`src/rtl/vram_scan_arbiter_if.sv`:
```
// rtl/vram_scan_arbiter_if.sv - sync-in, pixel write, RAM and video-out bundle for vram_scan_arbiter
// Clear-sweep signals exist only when VRAM_CLEAR_EN is defined.
interface vram_scan_arbiter_if #(
  parameter int ADDR_W = 15,
  parameter int DATA_W = 8
);
  logic [9:0]        hcount;
  logic [9:0]        vcount;
  logic              video_enable;
  logic              hsync_in;
  logic              vsync_in;
  logic              wr_valid;
  logic [ADDR_W-1:0] wr_addr;
  logic [DATA_W-1:0] wr_data;
  logic              wr_ready;
  logic [ADDR_W-1:0] ram_addr;
  logic              ram_we;
  logic [DATA_W-1:0] ram_wdata;
  logic [DATA_W-1:0] ram_rdata;
  logic [DATA_W-1:0] pixel_out;
  logic              de_out;
  logic              hsync_out;
  logic              vsync_out;
`ifdef VRAM_CLEAR_EN
  logic              clr_start;
  logic [DATA_W-1:0] clr_color;
  logic              clr_busy;
`endif

  modport master (
`ifdef VRAM_CLEAR_EN
    output clr_start, clr_color,
    input  clr_busy,
`endif
    output hcount, vcount, video_enable, hsync_in, vsync_in,
    output wr_valid, wr_addr, wr_data, ram_rdata,
    input  wr_ready, ram_addr, ram_we, ram_wdata,
    input  pixel_out, de_out, hsync_out, vsync_out
  );

  modport slave (
`ifdef VRAM_CLEAR_EN
    input  clr_start, clr_color,
    output clr_busy,
`endif
    input  hcount, vcount, video_enable, hsync_in, vsync_in,
    input  wr_valid, wr_addr, wr_data, ram_rdata,
    output wr_ready, ram_addr, ram_we, ram_wdata,
    output pixel_out, de_out, hsync_out, vsync_out
  );
endinterface

```
`src/rtl/vram_scan_arbiter.sv`:
```
// rtl/vram_scan_arbiter.sv - shares one framebuffer RAM between scan-out reads and FIFO-buffered pixel writes
// Optional VRAM_CLEAR_EN adds a clear sweep that fills the framebuffer with clr_color in free slots.
module vram_scan_arbiter #(
  parameter int H_RES       = 640,
  parameter int V_RES       = 480,
  parameter int SCALE_SHIFT = 2,
  parameter int ADDR_W      = 15,
  parameter int DATA_W      = 8,
  parameter int FIFO_DEPTH  = 8
) (
  input logic                clk_25MHz,
  input logic                reset,
  vram_scan_arbiter_if.slave bus
);
  localparam int S     = SCALE_SHIFT;
  localparam int FB_W  = H_RES >> S;
  localparam int PTR_W = $clog2(FIFO_DEPTH);
  localparam int CNT_W = PTR_W + 1;
  localparam int EW    = ADDR_W + DATA_W;
`ifdef VRAM_CLEAR_EN
  localparam int FB_SIZE = FB_W * (V_RES >> S);
`endif

  logic [EW-1:0]     fifo_mem_q [FIFO_DEPTH];
  logic [EW-1:0]     fifo_mem_d [FIFO_DEPTH];
  logic [PTR_W-1:0]  wr_ptr_q, wr_ptr_d, rd_ptr_q, rd_ptr_d;
  logic [CNT_W-1:0]  count_q, count_d;
  logic [ADDR_W-1:0] ram_addr_q, ram_addr_d;
  logic              ram_we_q, ram_we_d;
  logic [DATA_W-1:0] ram_wdata_q, ram_wdata_d;
  logic              rd_issue_q, rd_issue_d, rd_return_q, rd_return_d;
  logic [DATA_W-1:0] pixel_q, pixel_d, pixel_cur;
  logic              de1_q, de1_d, de_q, de_d;
  logic              hs1_q, hs1_d, hs_q, hs_d;
  logic              vs1_q, vs1_d, vs_q, vs_d;
`ifdef VRAM_CLEAR_EN
  logic              clr_busy_q, clr_busy_d;
  logic [ADDR_W-1:0] clr_cnt_q, clr_cnt_d;
  logic [DATA_W-1:0] clr_color_q, clr_color_d;
`endif

  logic [ADDR_W:0]   scan_wide;
  logic              read_slot, fifo_empty, fifo_full, push, pop, store, fifo_pop;
  logic [EW-1:0]     head;

  always_comb begin
    scan_wide  = (ADDR_W+1)'(bus.vcount >> S) * (ADDR_W+1)'(FB_W) + (ADDR_W+1)'(bus.hcount >> S);
    // The vcount guard only matters if the sync generator ever raises enable off-screen.
    read_slot  = bus.video_enable && (bus.hcount[S-1:0] == '0) && (bus.vcount < 10'(V_RES));
    fifo_empty = (count_q == '0);
    fifo_full  = (count_q == CNT_W'(FIFO_DEPTH));
    push       = bus.wr_valid && !fifo_full;
    // An empty FIFO lets the incoming write fall straight through to the RAM.
    head       = fifo_empty ? {bus.wr_addr, bus.wr_data} : fifo_mem_q[rd_ptr_q];
    pop        = !read_slot && (!fifo_empty || push);
`ifdef VRAM_CLEAR_EN
    pop        = pop && !clr_busy_q;
`endif
    fifo_pop   = pop && !fifo_empty;
    store      = push && !(pop && fifo_empty);

    fifo_mem_d  = fifo_mem_q;
    wr_ptr_d    = wr_ptr_q;
    rd_ptr_d    = rd_ptr_q;
    count_d     = count_q;
    ram_addr_d  = ram_addr_q;
    ram_wdata_d = ram_wdata_q;
    ram_we_d    = 1'b0;
`ifdef VRAM_CLEAR_EN
    clr_busy_d  = clr_busy_q;
    clr_cnt_d   = clr_cnt_q;
    clr_color_d = clr_color_q;
    if (!clr_busy_q && bus.clr_start) begin
      clr_busy_d  = 1'b1;
      clr_cnt_d   = '0;
      clr_color_d = bus.clr_color;
    end
`endif

    if (read_slot) begin
      ram_addr_d = scan_wide[ADDR_W-1:0];
`ifdef VRAM_CLEAR_EN
    end else if (clr_busy_q) begin
      ram_we_d    = 1'b1;
      ram_addr_d  = clr_cnt_q;
      ram_wdata_d = clr_color_q;
      if (clr_cnt_q == ADDR_W'(FB_SIZE - 1)) clr_busy_d = 1'b0;
      else                                   clr_cnt_d  = clr_cnt_q + 1'b1;
`endif
    end else if (pop) begin
      ram_we_d    = 1'b1;
      ram_addr_d  = head[EW-1:DATA_W];
      ram_wdata_d = head[DATA_W-1:0];
    end

    if (store) begin
      fifo_mem_d[wr_ptr_q] = {bus.wr_addr, bus.wr_data};
      wr_ptr_d             = wr_ptr_q + 1'b1;
    end
    if (fifo_pop) rd_ptr_d = rd_ptr_q + 1'b1;
    case ({store, fifo_pop})
      2'b10:   count_d = count_q + 1'b1;
      2'b01:   count_d = count_q - 1'b1;
      default: count_d = count_q;
    endcase

    rd_issue_d  = read_slot;
    rd_return_d = rd_issue_q;
    pixel_cur   = rd_return_q ? bus.ram_rdata : pixel_q;
    pixel_d     = pixel_cur;
    de1_d       = bus.video_enable;
    de_d        = de1_q;
    hs1_d       = bus.hsync_in;
    hs_d        = hs1_q;
    vs1_d       = bus.vsync_in;
    vs_d        = vs1_q;
  end

  always_ff @(posedge clk_25MHz) begin
    fifo_mem_q <= fifo_mem_d;
  end

  always_ff @(posedge clk_25MHz) begin
    if (reset) begin
      wr_ptr_q    <= '0;
      rd_ptr_q    <= '0;
      count_q     <= '0;
      ram_addr_q  <= '0;
      ram_we_q    <= 1'b0;
      ram_wdata_q <= '0;
      rd_issue_q  <= 1'b0;
      rd_return_q <= 1'b0;
      pixel_q     <= '0;
      de1_q       <= 1'b0;
      de_q        <= 1'b0;
      hs1_q       <= 1'b1;
      hs_q        <= 1'b1;
      vs1_q       <= 1'b1;
      vs_q        <= 1'b1;
`ifdef VRAM_CLEAR_EN
      clr_busy_q  <= 1'b0;
      clr_cnt_q   <= '0;
      clr_color_q <= '0;
`endif
    end else begin
      wr_ptr_q    <= wr_ptr_d;
      rd_ptr_q    <= rd_ptr_d;
      count_q     <= count_d;
      ram_addr_q  <= ram_addr_d;
      ram_we_q    <= ram_we_d;
      ram_wdata_q <= ram_wdata_d;
      rd_issue_q  <= rd_issue_d;
      rd_return_q <= rd_return_d;
      pixel_q     <= pixel_d;
      de1_q       <= de1_d;
      de_q        <= de_d;
      hs1_q       <= hs1_d;
      hs_q        <= hs_d;
      vs1_q       <= vs1_d;
      vs_q        <= vs_d;
`ifdef VRAM_CLEAR_EN
      clr_busy_q  <= clr_busy_d;
      clr_cnt_q   <= clr_cnt_d;
      clr_color_q <= clr_color_d;
`endif
    end
  end

  assign bus.wr_ready  = !fifo_full;
  assign bus.ram_addr  = ram_addr_q;
  assign bus.ram_we    = ram_we_q;
  assign bus.ram_wdata = ram_wdata_q;
  assign bus.pixel_out = de_q ? pixel_cur : '0;
  assign bus.de_out    = de_q;
  assign bus.hsync_out = hs_q;
  assign bus.vsync_out = vs_q;
`ifdef VRAM_CLEAR_EN
  assign bus.clr_busy  = clr_busy_q;
`endif
endmodule

```
`src/flat_wrapper.sv`:
```
// flat-port wrapper written by rule: the top's interface ports become plain ports
module vram_scan_arbiter_flat 
#(
  parameter int H_RES       = 640,
  parameter int V_RES       = 480,
  parameter int SCALE_SHIFT = 2,
  parameter int ADDR_W      = 15,
  parameter int DATA_W      = 8,
  parameter int FIFO_DEPTH  = 8
)
  (clk_25MHz, reset, bus_hcount, bus_vcount, bus_video_enable, bus_hsync_in, bus_vsync_in, bus_wr_valid, bus_wr_addr, bus_wr_data, bus_ram_rdata, bus_wr_ready, bus_ram_addr, bus_ram_we, bus_ram_wdata, bus_pixel_out, bus_de_out, bus_hsync_out, bus_vsync_out);
  vram_scan_arbiter_if #(.ADDR_W(ADDR_W), .DATA_W(DATA_W)) bus_i ();
  input logic clk_25MHz;
  input logic reset;
  input wire logic [$bits(bus_i.hcount)-1:0] bus_hcount;
  input wire logic [$bits(bus_i.vcount)-1:0] bus_vcount;
  input wire logic [$bits(bus_i.video_enable)-1:0] bus_video_enable;
  input wire logic [$bits(bus_i.hsync_in)-1:0] bus_hsync_in;
  input wire logic [$bits(bus_i.vsync_in)-1:0] bus_vsync_in;
  input wire logic [$bits(bus_i.wr_valid)-1:0] bus_wr_valid;
  input wire logic [$bits(bus_i.wr_addr)-1:0] bus_wr_addr;
  input wire logic [$bits(bus_i.wr_data)-1:0] bus_wr_data;
  input wire logic [$bits(bus_i.ram_rdata)-1:0] bus_ram_rdata;
  output wire logic [$bits(bus_i.wr_ready)-1:0] bus_wr_ready;
  output wire logic [$bits(bus_i.ram_addr)-1:0] bus_ram_addr;
  output wire logic [$bits(bus_i.ram_we)-1:0] bus_ram_we;
  output wire logic [$bits(bus_i.ram_wdata)-1:0] bus_ram_wdata;
  output wire logic [$bits(bus_i.pixel_out)-1:0] bus_pixel_out;
  output wire logic [$bits(bus_i.de_out)-1:0] bus_de_out;
  output wire logic [$bits(bus_i.hsync_out)-1:0] bus_hsync_out;
  output wire logic [$bits(bus_i.vsync_out)-1:0] bus_vsync_out;
  assign bus_i.hcount = bus_hcount;
  assign bus_i.vcount = bus_vcount;
  assign bus_i.video_enable = bus_video_enable;
  assign bus_i.hsync_in = bus_hsync_in;
  assign bus_i.vsync_in = bus_vsync_in;
  assign bus_i.wr_valid = bus_wr_valid;
  assign bus_i.wr_addr = bus_wr_addr;
  assign bus_i.wr_data = bus_wr_data;
  assign bus_i.ram_rdata = bus_ram_rdata;
  assign bus_wr_ready = bus_i.wr_ready;
  assign bus_ram_addr = bus_i.ram_addr;
  assign bus_ram_we = bus_i.ram_we;
  assign bus_ram_wdata = bus_i.ram_wdata;
  assign bus_pixel_out = bus_i.pixel_out;
  assign bus_de_out = bus_i.de_out;
  assign bus_hsync_out = bus_i.hsync_out;
  assign bus_vsync_out = bus_i.vsync_out;
  vram_scan_arbiter #(.H_RES(H_RES), .V_RES(V_RES), .SCALE_SHIFT(SCALE_SHIFT), .ADDR_W(ADDR_W), .DATA_W(DATA_W), .FIFO_DEPTH(FIFO_DEPTH)) u_core (.clk_25MHz(clk_25MHz), .reset(reset), .bus(bus_i));
endmodule
```
`config.mk`:
```
export PLATFORM = sky130hd
export DESIGN_NAME = vram_scan_arbiter_flat
export DESIGN_NICKNAME = d
export VERILOG_FILES = /design/src/rtl/vram_scan_arbiter_if.sv /design/src/rtl/vram_scan_arbiter.sv /design/src/flat_wrapper.sv
export SDC_FILE = /design/constraint.sdc
export NUM_CORES = 1
export LEC_CHECK = 0
export CAP_MARGIN = 40
export CORE_ASPECT_RATIO = 0.7
export CORE_UTILIZATION = 40
export DETAILED_ROUTE_END_ITERATION = 10
export PLACE_DENSITY = 0.66
export SLEW_MARGIN = 0
export SYNTH_ARGS = -nofsm -noshare
export SYNTH_HDL_FRONTEND = slang
export SYNTH_SLANG_ARGS = --single-unit
```
`constraint.sdc`:
```
create_clock -name clk_25MHz -period 5.1 [get_ports clk_25MHz]
set_input_delay 0.51 -clock clk_25MHz [delete_from_list [all_inputs] [get_ports clk_25MHz]]
set_output_delay 0.51 -clock clk_25MHz [all_outputs]
set_load 0.05 [all_outputs]
```
==> Word level (Yosys, flattened, before mapping) <==
Index checks and enable logic that the tools add are counted.
{ "classes": {"n_addsub": 5, "multipliers": 1, "magnitude_cmp": 4, "n_eq_ne": 3, "mux": 13, "n_bitwise": 3, "reduce_logical": 19} }
{ "op_table": {"columns": ["op", "n"], "rows": [
  ["$bwmux 184", 1],
  ["$mux 23", 4],
  ["$bmux 23 s3", 1],
  ["$demux 23 s3", 1],
  ["$mux 15", 2],
  ["$mux 8", 2],
  ["$add 15x8->15", 1],
  ["$lt 10x9->1 const B", 1],
  ["$mul 8x3->10 const B", 1],
  ["$ge 4x4->1 const B", 2],
  ["$logic_and 1x1->1", 8],
  ["$not 3->4", 2],
  ["$pmux 4 s2", 1],
  ["$add 3x1->3 const B", 2],
  ["$add 4x1->4 const B", 1],
  ["$eq 4x4->1 const B", 1],
  ["$logic_not 1->1", 4],
  ["$logic_not 4->1", 1],
  ["$lt 4x1->1 const B", 1],
  ["$reduce_bool 2->1", 2],
  ["$sub 4x1->4 const B", 1],
  ["$eq 2x1->1 const B", 1],
  ["$eq 2x2->1 const B", 1],
  ["$logic_not 2->1", 1],
  ["5 further kinds", 5]
]} }
{ "word_totals": {"reg_bits": 234, "out_inout_bits": 36, "elab_cells": 71} }

==> Longest topological paths before layout <==
Gate-level depths: netlist of the first run.
{ "depth": {"depth_word": 10, "depth_mapped": 11, "depth_no_buf": 11} }

==> Least setup slack after synthesis of the first run <==
No wires, ideal clock.
{ "synth_timing": {"path_type": "in2reg", "start": "input port bus_hcount[1]", "end": "register u_core.fifo_mem_q[161] (netlist name) (enable)", "setup_ps": 461, "t_arrival_ps": 3676, "t_required_ps": 4639, "path_slack_ps": 962, "cell_stages": 5, "n_path_buf": 0, "path_cell_list": "nor4b_2 -> nand2_1 -> o21ai_1 -> nand2_1 -> nor4_1"} }
{ "synth_between": {"elab_chain_cells": 8} }
{ "synth_rtl": {"columns": ["item", "line", "text"], "rows": [
  ["start, declared", "flat_wrapper.sv:15", "input wire logic [$bits(bus_i.hcount)-1:0] bus_hcount;"],
  ["$logic_not 2->1", "vram_scan_arbiter.sv:49", "read_slot = bus.video_enable && (bus.hcount[S-1:0] == '0) && (bus.vcount < 10'(V_RES));"],
  ["$logic_and 1x1->1 (2 in series)", "vram_scan_arbiter.sv:49", null],
  ["$logic_not 1->1", "vram_scan_arbiter.sv:55", "pop = !read_slot && (!fifo_empty || push);"],
  ["$logic_and 1x1->1", "vram_scan_arbiter.sv:55", null],
  ["$logic_and 1x1->1", "vram_scan_arbiter.sv:60", "store = push && !(pop && fifo_empty);"],
  ["$logic_not 1->1", "vram_scan_arbiter.sv:60", null],
  ["$logic_and 1x1->1", "vram_scan_arbiter.sv:60", null],
  ["end signal, assigned", "vram_scan_arbiter.sv:120", "fifo_mem_q <= fifo_mem_d;"],
  ["end, declared", "vram_scan_arbiter.sv:24", "logic [EW-1:0] fifo_mem_q [FIFO_DEPTH];"]
]} }
No other way between the ends.
A chain may end at the register's enable or synchronous reset.

==> Worst setup path in the final report of the first run <==
{ "layout_timing": {"start": "input port bus_vcount[9]", "end": "register u_core.count_q[3]"} }
{ "layout_between": {"elab_chain_cells": 9, "elab_cells_between_ends": 12, "classes_between": "1 x order compare; 2 x eq/ne; 1 x mux; 8 x reduce/logical"} }
{ "layout_rtl": {"columns": ["item", "line", "text"], "rows": [
  ["start, declared", "flat_wrapper.sv:16", "input wire logic [$bits(bus_i.vcount)-1:0] bus_vcount;"],
  ["$lt 10x9->1 *", "vram_scan_arbiter.sv:49", null],
  ["$logic_and 1x1->1 *", "vram_scan_arbiter.sv:49", null],
  ["$logic_not 1->1 *", "vram_scan_arbiter.sv:55", null],
  ["$logic_and 1x1->1 *", "vram_scan_arbiter.sv:55", null],
  ["$logic_and 1x1->1", "vram_scan_arbiter.sv:60", null],
  ["$logic_not 1->1", "vram_scan_arbiter.sv:60", null],
  ["$logic_and 1x1->1", "vram_scan_arbiter.sv:60", null],
  ["$eq 2x1->1 / $eq 2x2->1 (equally long branches)", "vram_scan_arbiter.sv:101", "case ({store, fifo_pop})"],
  ["$pmux 4 s2 / $reduce_bool 2->1 (equally long branches)", null, null],
  ["end signal, assigned", "vram_scan_arbiter.sv:148", "count_q <= count_d;"],
  ["end, declared", "vram_scan_arbiter.sv:27", "logic [CNT_W-1:0] count_q, count_d;"]
]} }
Mark *: on every way between the ends. The rest lies on a longest branch, timed or not.

==> results of run 1 <==
## cells in the mapped netlist, types with 6 or more instances
cell      instances
a211oi_1          6
buf_2             9
nor2_1           46
inv_1            12
nor3_1           15
a21oi_1          25
edfxtp_1        184
nor3b_1          13
mux2i_1          30
a21o_1           10
nor2b_1          16
xor2_1            9
ha_1             20
xnor2_1           7
o21ai_0          13
mux4_2           46
dfxtp_1          50
nand2_1          11
o221ai_1          7
clkbuf_1          9
## final timing paths
check / startpoint / end / cells past startpoint
setup / recovery: bus_vcount[9] / u_core.count_q[3] / 12
hold reg to reg: u_core.vs1_q / u_core.bus.vsync_out / 1
setup reg to reg: u_core.count_q[0] / u_core.count_q[3] / 10
hold / removal: u_core.vs1_q / u_core.bus.vsync_out / 1
## state kept, by name, summed over array words and instances (netlist names), 3 cells and up
| name | flops |
|---|---|
| u_core.fifo_mem_q | 184 |
| u_core.bus.ram_addr | 15 |
| u_core.bus.ram_wdata | 8 |
| u_core.pixel_q | 8 |
| u_core.count_q | 4 |
| u_core.rd_ptr_q | 3 |
| u_core.wr_ptr_q | 3 |
## layout make-up
class	count	area share
clock inverter	11	0.01208
clock buffer	30	0.05139
tap	318	0.03342
inverter	13	0.004098
multi-input combinational	322	0.2567
timing repair buffer	111	0.09395
sequential	234	0.5483
## metal layers
metal	GRT usage	vias up	part of all wire	wire length [µm]
li1	-	2559	-	-
met1	0.2578	2836	0.46	9840
met2	0.2692	179	0.46	9887
met3	0.03422	37	0.064	1380
met4	0.03584	0	0.019	410
met5	0	-	0	0
## placed cells by master, fill, tap and decap left out, types with 4 or more instances in the layout
master / n
xor2_1: 9
or2_2: 5
nor2_1: 43
nor3_2: 5
mux2i_1: 30
o221ai_1: 7
buf_4: 18
clkbuf_1: 6
nand3_1: 4
a21o_1: 10
nor3b_1: 13
o21ai_0: 13
mux4_2: 46
clkdlybuf4s50_1: 90
dfxtp_1: 48
clkbuf_16: 23
nor2b_1: 16
xnor2_1: 7
ha_1: 20
nand2_1: 11
edfxtp_1: 184
inv_1: 12
nor3_1: 11
a211oi_1: 6
a21oi_1: 25
## worst max-delay path, stage by stage
cell	delay, ns
clkdlybuf4s50_1	0.50
nor4b_2	0.32
nand2_1	0.37
o21ai_1	0.41
nand2_1	0.32
ha_1	0.33
ha_1	0.29
a21o_1	0.19
a21oi_1	0.23
xnor2_1	0.11
or3_1	0.31
a21oi_1	0.13
## stage by stage
stage | instance area [µm²] | setup WS [ns] | power [mW] | utilization
finish | 11910 | 1.497 | 5.951 | 0.5012
global route | 11910 | 1.354 | 6.228 | 0.5012
CTS | 11910 | 1.567 | 5.999 | 0.5012
detailed placement | 11150 | 1.096 | 4.292 | 0.4693
global placement | 11070 | 1.228 | 4.250 | 0.4659
floorplan | 9729 | 0.9623 | 3.731 | -
## power by group through the flow
stage	logic [mW]	clock network, mW	registers, mW
2_1_floorplan	1.03	0	2.70
5_1_grt	2.00	1.82	2.41
4_1_cts	1.87	1.73	2.39
6_report	1.86	1.70	2.39
3_5_place_dp	1.86	0	2.43
3_3_place_gp	1.84	0	2.41
## logic make-up after synthesis
kind of cell	after synthesis	synth area share
AO/OA/AOI/OAI	76	0.05247
XOR/XNOR	16	0.01440
adder cells (fa/ha/maj)	23	0.03189
buffers and inverters	41	0.02006
flip-flops	234	0.6708
multiplexers	77	0.1385
AND/OR/NAND/NOR	130	0.07189
==> results.toml, run 1 <==
[sta]
timing.fmax_mhz = 277.5
period_minus_slack_ns = 3.603
hold_viol_final = 0
setup_viol = 0
min_period_over_period = 0.7065
relSlewSlack = 0.4345
hold_ws_ns = 0.4283
worstMarginPinSlew_ns = 0.8471
setup-tns-final_ns = 0
rsz0062_at_grt = "no"
final.setup_skew_ns = 0.01095
maxSlewViolCount = 0

[yosys]
async_flop_share = 0
synth-seq-area-share = 0.6708
ys_seq_elements = 234
ys_warn_count = 0
avgSynthCellArea_um2 = 16.30
synth_edf_count = 184
synth_area_leader_cell = "edfxtp_1"
synth.top_cell.area_share = 0.5679
netlist_area_um2 = 9729
synth_nets = 677
ys_types = 52
synth_ff_type = "edfxtp_1"
synth.area.top_cells = "edfxtp_1 (57%), mux4_2 (11%), dfxtp_1 (10%)"
syn_inst = 597

[clock_network]
h-tree-depth = 1
cts-buffers-inserted = 23
ctsLongestPathBuffers = 3
clk_latency_ns = 0.50
clock_sinks = 234
clkTransAtPathRegs_ns = 0.06
cts_tree = "yes"
cts_root_buf = "clkbuf_16"
post_cts_buffers = 0
cts-hold-fix-buffers = 0
cts_resized = 0

[placed_design]
dpl.hpwl_um = 13670
gp_congestion = 0.7891
io_buffers = 90
dp.cells = 998

[floorplan]
std_cell_rows = 47
floorplan.die_area_um2 = 24960
core-area_um2 = 23760
initial_core_util = 0.4095
die_width_um = 188.4
die_h_um = 132.5
num_io_pins = 93

[drt]
vias = 5611
wl_um = 21520
ant_nets = 0
dr.pass1.iters = 5
drt-vias-per-instance = 5.400
drc = 0
wl_per_cell_um = 20.71
drt_iter0_markers = 403

[setup_path]
end_kind = "flip-flop"
worstPathMaxFanout = 10
rrSetupSlack_ns = 2.19
cp.arrival_ns = 4.02
crit_required_ns = 5.52
critPathKind = "input port to flip-flop"
startpoint_type = "input port"

[global_route]
antenna_found_initial = 0
track_usage = 0.1745
grt_max_degree = 29
grt_pass1_wl_um = 33450
grt_pass1_vias = 5771
overflow = 0

[power_and_ir_drop]
p_leak_nw = 3.929
switchingPower_mw = 1.927
pwr-share-seq = 0.401
p_clk_frac = 0.286
power_density_nw_per_um2 = 499.8
vdd_drop_max_mv = 0.3789
switching_share = 0.3238
pwr-share-comb = 0.312
intPower_mw = 4.024

[layout]
num-nets-final = 785
seqCellArea_um2 = 6529
multi_input_area_um2 = 3057
drive_above_1_share = 0.1720
syn_to_final_growth_pct = 22.38
antenna_cells = 0
finalNonFillerCells = 1039
nFillCells = 1962

[min_path]
hp-class = "flip-flop to flip-flop"

[flow_run]
drv_cap = 0

[run_status]
status = "completed"
(Power assumes the default switching activity.)
==> run 2: changes to the inputs <==
Clock period 5.1 ns to 3.6 ns, I/O delays scaled along.
==> run 2 against run 1 <==
  * Non-clock buffer count grew 9
  * Die area did not move
  * Core utilization down 0.17 points
  * Design area fell by 0.34%
  * Critical path depth did not move
  * Clock power rose by 31%
  * First-iteration DRC count rose by 15%
  * Count of clock-buffer cells in the layout down 1
  * Routed wire length is 2.3% higher
  * Combinational power up 42%
==> results.toml, run 2 (synthesis gave the netlist of run 1 again) <==
[run_status]
status = "completed"

[drt]
drt-vias-per-instance = 5.350
wl_um = 22000
wl_per_cell_um = 20.98
vias = 5612
drt_iter0_markers = 464
drc = 0
ant_nets = 0
dr.pass1.iters = 5

[setup_path]
cp_slowest_cell = "clkdlybuf4s50_1"
crit_required_ns = 4.05
cp_top_family = "simple AND/OR/NAND/NOR gates"
critPathKind = "input port to flip-flop"
worstSetupStartpoint = "bus_vcount[9]"
cp_num_buf_inv = 1
cp.arrival_ns = 3.11
reg2reg_from = "u_core.count_q[0]"
end_kind = "flip-flop"
worstPathMaxFanout = 5
crit_path_max_incr_delay_ns = 0.51
startpoint_type = "input port"
path_cells = "clkdlybuf4s50_1 -> nor4b_2 -> nand2_1 -> o21ai_1 -> nand2_1 -> ha_1 -> ha_1 -> a21o_1 -> a21oi_1 -> xnor2_1 -> or3_1 -> a21oi_1"

[power_and_ir_drop]
pwr-share-comb = 0.320
vdd_drop_max_mv = 0.4430
switching_share = 0.3331
p_clk_frac = 0.269
pwr-share-seq = 0.411
intPower_mw = 5.525
p_leak_nw = 3.945
switchingPower_mw = 2.760
power_density_nw_per_um2 = 698.2

[sta]
setup_slack_ns = 0.9454
timing.fmax_mhz = 376.7
final.setup_skew_ns = 0.01853
min_period_over_period = 0.7374
maxSlewViolCount = 0
setup_viol = 0
relSlewSlack = 0.4584
period_minus_slack_ns = 2.655
hold_viol_final = 0
setup-tns-final_ns = 0
worstMarginPinSlew_ns = 0.8124
rsz0062_at_grt = "no"

[min_path]
holdCritStartpoint = "bus_hsync_in"
hp-class = "input port to flip-flop"

[layout]
regMostFlops = "u_core.fifo_mem_q"
layout_commonest_cell = "edfxtp_1"
layout_common_cells = "edfxtp_1 (184), clkdlybuf4s50_1 (90), dfxtp_1 (48), mux4_2 (46), nor2_1 (43)"
drive_above_1_share = 0.1847
largest_register_ffs = 184
nFillCells = 1980
syn_to_final_growth_pct = 21.97
num-nets-final = 794
antenna_cells = 0

[global_route]
overflow = 0
grt_pass1_wl_um = 33840
grt_pass1_vias = 5823
antenna_found_initial = 0
track_usage = 0.1781
grt_max_degree = 33

[clock_network]
clkTransAtPathRegs_ns = 0.06
h-tree-depth = 1
clock_sinks = 234
ctsLongestPathBuffers = 3
clk_latency_ns = 0.52
cts_tree = "yes"
cts-hold-fix-buffers = 0
cts_resized = 0
post_cts_buffers = 0
cts-buffers-inserted = 23
cts_root_buf = "clkbuf_16"

[floorplan]
floorplan.die_area_um2 = 24960
std_cell_rows = 47
die_width_um = 188.4
initial_core_util = 0.4095
die_h_um = 132.5
num_io_pins = 93
core-area_um2 = 23760

[flow_run]
drv_cap = 0

[placed_design]
dpl.hpwl_um = 14600
gp_congestion = 0.8165
io_buffers = 90
place_worst_setup_slack_ns = 0.4140
-- run 2: path summary, 6_finish.rpt --
check,endpoint,slack [ns],cells past startpoint
max,u_core.count_q[3],0.95,12
max reg2reg,u_core.count_q[3],1.08,10
min reg2reg,u_core.bus.vsync_out,0.41,1
min,u_core.hs1_q,0.41,2
-- run 2: cell type report --
type                       instances  area, µm²  area share
clock inverter                    13      93.84    0.007908
tap                              318      397.9     0.03353
clock buffer                      29      608.1     0.05124
sequential                       234       6529      0.5502
inverter                          13      48.80    0.004112
timing repair buffer             120       1139     0.09595
multi-input combinational        322       3050      0.2571
-- run 2: metal layers --
layer / vias up / part of all wire / GRT usage
li1: 2572 / - / -
met1: 2833 / 0.45 / 0.2533
met2: 181 / 0.47 / 0.2895
met3: 26 / 0.063 / 0.02944
met4: 0 / 0.017 / 0.03763
met5: - / 0 / 0
-- run 2: power by group through the flow --
stage,registers [mW],logic [mW],clock network [mW]
after floorplan,3.82,1.47,0
after global placement,3.44,2.62,0
after detailed placement,3.46,2.66,0
after CTS,3.41,2.68,2.27
after global routing,3.43,2.84,2.37
final,3.40,2.65,2.23
-- run 2: metrics by stage --
step	power, mW	util	cells	hold WS [ns]	area (µm²)
2_1_floorplan	5.286	-	597	0.3895	9736
3_3_place_gp	6.060	0.4699	1007	0.3933	11160
3_5_place_dp	6.124	0.4699	1007	0.3940	11160
4_1_cts	8.356	0.4995	1049	0.3945	11870
5_1_grt	8.652	0.4995	1049	0.4088	11870
6_report	8.285	0.4995	1049	0.4065	11870
==> run 3: changes to the inputs <==
Settings changed: PLACE_DENSITY 0.66 to 0.68.
Clock period 3.6 ns to 2.32 ns, I/O delays scaled along.
==> run 3 against run 2 <==
  * Sequential share of layout area fell by 2.2 points
  * Non-clock buffer count rose by 38
  * Core utilization rose by 2.1 points
  * Routed wire length rose by 1.4%
  * Cell count rose by 3.4%
  * Design area rose by 4.2%
  * Combinational power rose by 72%
  * Sequential cell count did not move
  * Count of clock-buffer cells in the layout rose by 1
  * Sequential power rose by 54%
  * Critical endpoint is now bus_pixel_out[2]
  * Largest power group unchanged
  * Highest routed layer unchanged
==> results.toml, run 3 (synthesis gave the netlist of run 1 again) <==
[run_status]
status = "completed"

[layout]
nFillCells = 1922
drive_above_1_share = 0.2542
largest_register_ffs = 184
regMostFlops = "u_core.fifo_mem_q"
layout_commonest_cell = "edfxtp_1"
num-nets-final = 831
syn_to_final_growth_pct = 27.12
antenna_cells = 0
layout_common_cells = "edfxtp_1 (184), clkdlybuf4s50_1 (82), buf_4 (65), dfxtp_1 (48), mux4_2 (46)"

[drt]
ant_nets = 0
wl_um = 22310
vias = 5822
wl_per_cell_um = 20.56
dr.pass1.iters = 5
drc = 0
drt-vias-per-instance = 5.366
drt_iter0_markers = 400

[global_route]
grt.met2_usage = 0.2975
globalRouteMet1Util = 0.2484
antenna_found_initial = 0
grt_pass1_vias = 6130
grt_pass1_wl_um = 34710
busiest_layer = "met2"
met3_usage = 0.03740
overflow = 0
grt_max_degree = 37
track_usage = 0.1805

[power_and_ir_drop]
power_density_nw_per_um2 = 1073
total_power_mw = 13.27
vdd_drop_max_mv = 0.6798
p_leak_nw = 4.218

[sta]
min_period_over_period = 0.9814
relSlewSlack = 0.6405
hold_viol_final = 0
setup_slack_ns = 0.04306
maxSlewViolCount = 0
setup_viol = 0
final.setup_skew_ns = 0.01112
hold_ws_ns = 0.2966
timing.fmax_mhz = 439.2
worstMarginPinSlew_ns = 0.5376
period_minus_slack_ns = 2.277

[setup_path]
worstPathMaxFanout = 4
end_kind = "output port"
rrSetupSlack_ns = 0.10
startpoint_type = "flip-flop"
critPathKind = "flip-flop to output port"
cp.arrival_ns = 2.04
crit_required_ns = 2.09

[clock_network]
cts_root_buf = "clkbuf_16"
h-tree-depth = 1
ctsLongestPathBuffers = 3
clock_sinks = 234
clk_latency_ns = 0.50
cts_tree = "yes"
cts-hold-fix-buffers = 0
cts-buffers-inserted = 22
clkTransAtPathRegs_ns = 0.06

[placed_design]
gp_congestion = 0.7950
io_buffers = 90
dpl.hpwl_um = 14930
place_worst_setup_slack_ns = -0.4736

[min_path]
hp-class = "input port to flip-flop"

[flow_run]
drv_cap = 0

[floorplan]
floorplan.die_area_um2 = 24960
die_h_um = 132.5
initial_core_util = 0.4095
die_width_um = 188.4
std_cell_rows = 47
num_io_pins = 93
core-area_um2 = 23760
run 3: cell count changes in the layout (fill, tap and decap cells not counted), sizes merged:
| cell | delta |
|---|---|
| clkdlybuf4s50 | -8 |
| clkinv | +2 |
| clkinvlp | -2 |
| clkbuf | +1 |
| dlygate4sd2 | +1 |
| inv | -3 |
| dlymetal6s2s | +2 |
| buf | +43 |
run 3: cell type report:
class                   instances  area (µm²)  share of cell area
clock inverters                10       51.30            0.004148
flip-flops and latches        234        6529              0.5279
inverters                      13       48.80            0.003945
multi-input cells             322        3187              0.2577
well taps                     318       397.9             0.03217
clock buffers                  30       651.9             0.05271
repair buffers                158        1503              0.1215
run 3: metal layers:
layer	up-vias	share of wire	wire length, µm
met1	2935	0.43	9621
met5	-	0	0
met2	197	0.49	10880
met3	33	0.067	1490
li1	2657	-	-
met4	0	0.014	318
run 3: worst max-delay path, cell delays in order (launching register included):
cell and delay, ns:
dfxtp_1 0.46, mux2i_1 0.15, nor2b_1 0.13, clkdlybuf4s50_1 0.81
run 3: report_power, final:
group	switching (mW)	total, mW	leakage, nW	internal, mW
sequential	0.296	5.25	2.07	4.95
clock	1.50	3.47	0.356	1.97
combinational	2.56	4.55	1.79	1.99
total	4.35	13.3	4.22	8.91
run 3: per-stage QoR:
stage	std cells	setup TNS [ns]	cell area, µm²	utilization
3_3_place_gp	1043	-15.83	11570	0.4870
3_5_place_dp	1043	-25.37	11570	0.4870
4_1_cts	1083	0	12270	0.5166
6_report	1085	0	12370	0.5206
5_1_grt	1085	-0.05159	12370	0.5206
2_1_floorplan	597	-22.72	9801	-
run 3: path summary, 6_finish.rpt:
| check | from | endpoint | cells past startpoint |
|---|---|---|---|
| min | bus_vsync_in | u_core.vs1_q | 2 |
| max reg2reg | u_core.count_q[0] | u_core.count_q[3] | 9 |
| min reg2reg | u_core.hs1_q | u_core.bus.hsync_out | 1 |
| max | u_core.rd_return_q | bus_pixel_out[2] | 3 |
run 3: timing repair:
item                                    in CTS  in global routing
buffers inserted                             0                  2
endpoints found under the setup margin       1                  6
pin swaps                                    0                  8
gates resized for setup                      1                 17
